`config.mk`:
```
export PLATFORM = sky130hd
export DESIGN_NAME = param_sync_fifo
export DESIGN_NICKNAME = d
export VERILOG_FILES = /design/src/rtl/param_sync_fifo.sv
export SDC_FILE = /design/constraint.sdc
export NUM_CORES = 2
export LEC_CHECK = 0
export ABC_CLOCK_PERIOD_IN_PS = 15900
export CORE_UTILIZATION = 25
export DETAILED_ROUTE_END_ITERATION = 10
export GPL_ROUTABILITY_DRIVEN = 0
export PLACE_DENSITY = 0.47
export SLEW_MARGIN = 20
export SYNTH_ARGS = -nofsm -noshare
export SYNTH_HDL_FRONTEND = slang
export SYNTH_SLANG_ARGS = --single-unit
export TNS_END_PERCENT = 5
```
`constraint.sdc`:
```
create_clock -name clock -period 15.9 [get_ports clock]
set_input_delay 2.385 -clock clock [delete_from_list [all_inputs] [get_ports clock]]
set_output_delay 2.385 -clock clock [all_outputs]
set_load 0.03 [all_outputs]
```
`src/rtl/param_sync_fifo.sv`:
```
// Single-clock FIFO with count-based status flags and one-cycle overflow/underflow pulses.
// Define FIFO_FWFT_EN for first-word-fall-through reads; otherwise reads are registered.
module param_sync_fifo #(
  parameter int unsigned DATA_W   = 128,
  parameter int unsigned DEPTH    = 16,
  parameter int unsigned AF_LEVEL = DEPTH - 2,
  parameter int unsigned AE_LEVEL = 2
) (
  input  logic                    clock,
  input  logic                    rst,
  input  logic                    wr,
  input  logic [DATA_W-1:0]       D_in,
  input  logic                    rd,
  output logic [DATA_W-1:0]       D_out,
  output logic                    rd_valid,
  output logic                    full,
  output logic                    empty,
  output logic                    almost_full,
  output logic                    almost_empty,
  output logic [$clog2(DEPTH):0]  fifo_cnt,
  output logic                    overflow,
  output logic                    underflow
);

  localparam int unsigned AW = $clog2(DEPTH);
  localparam int unsigned CW = AW + 1;
  localparam logic [CW-1:0] CntMax = CW'(DEPTH);
  localparam logic [CW-1:0] AfLvl  = CW'(AF_LEVEL);
  localparam logic [CW-1:0] AeLvl  = CW'(AE_LEVEL);

  logic [DATA_W-1:0] r_mem [DEPTH];
  logic [AW-1:0]     r_wptr;
  logic [AW-1:0]     r_rptr;
  logic [CW-1:0]     r_cnt;
  logic              r_overflow;
  logic              r_underflow;
  logic              w_rd_acc;
  logic              w_wr_acc;

  assign full         = (r_cnt == CntMax);
  assign empty        = (r_cnt == '0);
  assign almost_full  = (r_cnt >= AfLvl);
  assign almost_empty = (r_cnt <= AeLvl);
  assign fifo_cnt     = r_cnt;
  assign overflow     = r_overflow;
  assign underflow    = r_underflow;

  // A full FIFO still takes a write when the same cycle pops a word.
  assign w_rd_acc = rd & ~empty;
  assign w_wr_acc = wr & (~full | w_rd_acc);

  always_ff @(posedge clock or negedge rst) begin
    if (!rst) begin
      r_wptr      <= '0;
      r_rptr      <= '0;
      r_cnt       <= '0;
      r_overflow  <= 1'b0;
      r_underflow <= 1'b0;
    end else begin
      r_overflow  <= wr & ~w_wr_acc;
      r_underflow <= rd & ~w_rd_acc;
      if (w_wr_acc) r_wptr <= r_wptr + AW'(1);
      if (w_rd_acc) r_rptr <= r_rptr + AW'(1);
      case ({w_wr_acc, w_rd_acc})
        2'b10:   r_cnt <= r_cnt + CW'(1);
        2'b01:   r_cnt <= r_cnt - CW'(1);
        default: r_cnt <= r_cnt;
      endcase
    end
  end

  // Storage is not reset; the pointers alone define what is valid.
  always_ff @(posedge clock) begin
    if (rst && w_wr_acc) r_mem[r_wptr] <= D_in;
  end

`ifdef FIFO_FWFT_EN
  assign D_out    = empty ? '0 : r_mem[r_rptr];
  assign rd_valid = ~empty;
`else
  logic [DATA_W-1:0] r_dout;
  logic              r_rd_valid;

  always_ff @(posedge clock or negedge rst) begin
    if (!rst) begin
      r_dout     <= '0;
      r_rd_valid <= 1'b0;
    end else begin
      r_rd_valid <= w_rd_acc;
      if (w_rd_acc) r_dout <= r_mem[r_rptr];
    end
  end

  assign D_out    = r_dout;
  assign rd_valid = r_rd_valid;
`endif

endmodule

```
==> flow_metrics.py <==
metrics = {
    "detailed_routing": {
        "num_vias": 37400,
        "postRouteAntennaNets": 0,
        "drt_iter0_markers": 2745,
        "firstDrtPassIters": 5,
        "drc_errors": 0,
        "wl_per_cell_um": 25.4,
        "vias_per_cell": 4.44,
        "drt_wl_total_mm": 214,
    },
    "cts": {
        "h-tree-depth": 4,
        "clkLatencyLatePin_ns": 0.89,
        "hold_buffers": 0,
        "clk_pin_slew_worst_paths_ns": 0.06,
        "post_cts_resized": 0,
        "cts.sinks": 2192,
        "cts_root_buffer": "clkbuf_16",
        "cts_tree": "done",
        "postCtsSetupBuffers": 0,
        "cts_buffer_depth": 4,
        "cts_buffers": 237,
    },
    "yosys": {
        "synth_area_um2": 82000,
        "synth_common_cells": "2048 x edfxtp_1, 512 x mux4_2, 176 x o22ai_1",
        "yosys.area.top_type": "edfxtp_1",
        "avgSynthCellArea_um2": 23.4,
        "syn_inst": 3501,
        "synth.top_cell.area_share": 0.750,
        "yosys_register_bits": 2192,
        "ys.flop_type": "edfxtp_1",
        "synthesis.nets": 3643,
        "async_flop_share": 0.0657,
        "synth_edf_count": 2048,
        "yosys.cell_types.count": 40,
        "yosysSeqAreaShare": 0.794,
        "synth.area.top_cells": "edfxtp_1 75%, mux4_2 14%, dfrtp_1 4.4%",
        "ys_warn_count": 0,
        "yosysMostFrequentCell": "edfxtp_1",
    },
    "floorplan": {
        "die_w_um": 575,
        "pin_count": 272,
        "core_um2": 325000,
        "core.rowCount": 209,
        "dieArea_um2": 330000,
        "initial_core_util": 0.252,
        "die_y_um": 575,
    },
    "worst_setup_path": {
        "worstSetupEndpoint": "r_mem[7][102]$_DFFE_PP_",
        "reg2regPathDepth": 7,
        "critPathArrivalTime_ns": 6.18,
        "r2r_setup_slack_ns": 11.15,
        "r2r-start": "r_rptr[3]$_DFFE_PN0P_",
        "critPathMaxFanout": 37,
        "r2r_end": "D_out[35]$_DFFE_PN0P_",
        "critPathRequiredTime_ns": 16.39,
        "start_kind": "input port",
        "path_class": "input port to flip-flop",
        "crit_path_start": "rd",
        "end_kind": "flip-flop",
    },
    "timing": {
        "slew_violations": 0,
        "finalHoldViolCount": 0,
        "setup_tns_ns": 0,
        "finalCritPeriodShare": 0.358,
        "period_minus_slack_ns": 5.69,
        "clock_skew_ns": 0.0635,
        "maxSlewHeadroom": 0.241,
        "hold_ws_ns": 0.486,
        "rsz0062_at_grt": "false",
        "setup_viol_count_final": 0,
        "max_freq_mhz": 176,
        "tightestPinTransition_ns": 1.14,
    },
    "finish": {
        "design_area_um2": 97500,
        "area.growth.synth_to_final_pct": 19.0,
        "drive_gt1_frac": 0.256,
        "nNetsFinal": 4036,
    },
    "global_route": {
        "grt_use_total": 0.127,
        "grt-ovfl-total": 0,
        "grt_pass1_vias": 39500,
        "grt_max_degree": 139,
        "antenna_found_initial": 37,
        "grt_pass1_wl_mm": 304,
    },
    "pwr": {
        "peakVddDrop_v": 0.000170,
        "p_total_mw": 17.1,
        "static-leakage-power_nw": 30.0,
        "p_per_area_nw_per_um2": 175,
    },
    "placement": {
        "place_area_um2": 90000,
        "dp_hpwl_mm": 119,
        "io_buffer_count": 271,
    },
    "worst_hold_path": {
        "hold_class": "flip-flop to flip-flop",
    },
    "job": {
        "maxCapViolCount": 0,
    },
    "outcome": {
        "outcome": "completed",
    },
}
## critical path: stages
cell and delay, ns:
clkdlybuf4s50_1 0.64, o31a_1 0.56, nand2_1 0.43, nor2_4 0.63, buf_4 0.77, buf_4 0.64
## sequential cells by signal, indices dropped and copies added, names as in the netlist
register / count
overflow: 1
fifo_cnt: 5
rd_valid: 1
D_out: 128
r_wptr: 4
underflow: 1
r_rptr: 4
r_mem: 2048
## metrics by stage
| stage | setup slack (ns) | utilization | cells |
|---|---|---|---|
| after global placement | 9.24 | 0.277 | 7980 |
| after detailed placement | 9.23 | 0.277 | 7980 |
| after floorplan | 7.00 | - | 3501 |
| after global routing | 10.01 | 0.300 | 8417 |
| after CTS | 10.17 | 0.300 | 8415 |
| final | 10.21 | 0.300 | 8420 |
## routing by layer
metal  up-vias  GRT usage  routed length (um)
li1      15800          -                   -
met1     20500      0.175               96800
met5         -          0                 161
met2       817      0.208              102000
met4        24     0.0285                4150
met3       302     0.0254               10900
## cell families after synthesis
logic type	synth area share
AO/OA/AOI/OAI	0.0242
XOR/XNOR	0.00107
adder cells (fa/ha/maj)	0.00162
buffers and inverters	0.0113
flip-flops	0.794
multiplexers	0.163
AND/OR/NAND/NOR	0.00458
## area by class of cell
type	instances	area, um2
fill	31300	228000
sequential	2192	65100
multi-input combinational	1105	16100
clock buffer	317	6410
tap	4325	5410
timing repair buffer	352	3350
clock inverter	118	1140
inverter	6	30.0
antenna	5	12.5
## power breakdown
group / switching (mW) / total (mW) / internal (mW)
combinational: 2.53 / 4.56 / 2.04
sequential: 0.385 / 7.18 / 6.80
clock: 2.25 / 5.36 / 3.12
total: 5.16 / 17.1 / 11.9
## how the worst min path moves through the flow
| stage | start | slack [ns] | cells past startpoint | end |
|---|---|---|---|---|
| 2_1_floorplan | r_wptr[3]$_DFFE_PN0P_ | 0.49 | 1 | r_wptr[3]$_DFFE_PN0P_ |
| 3_5_place_dp | D_out[9]$_DFFE_PN0P_ | 0.47 | 2 | D_out[9]$_DFFE_PN0P_ |
| 4_1_cts | D_out[9]$_DFFE_PN0P_ | 0.49 | 2 | D_out[9]$_DFFE_PN0P_ |
| 3_3_place_gp | D_out[9]$_DFFE_PN0P_ | 0.47 | 2 | D_out[9]$_DFFE_PN0P_ |
| 5_1_grt | D_out[9]$_DFFE_PN0P_ | 0.50 | 2 | D_out[9]$_DFFE_PN0P_ |
| 6_report | D_out[9]$_DFFE_PN0P_ | 0.49 | 2 | D_out[9]$_DFFE_PN0P_ |
## cell usage in the layout, fill, tap and decap left out, drive strengths merged, types with 2 or more instances in the layout
cell           Yosys  layout
clkinvlp           0       9
mux2              91      91
nand2             52      52
clkdlybuf4s50      0     270
inv                6      13
mux4             512     512
buf              108      82
diode              0       5
a21o               2       2
ha                 9       9
nand3              2       2
o21ai              4       4
xnor2              9       9
clkbuf            90     317
edfxtp          2048    2048
mux2i             79      79
o221ai            38      38
nand2b             2       2
nor2              21      21
dfrtp            144     144
a221o              2       2
clkinv             0      84
a21oi             90      90
bufinv             0      18
o22ai            176     176
nand3b             2       2
nand4              2       2
(Power assumes the default switching activity.)
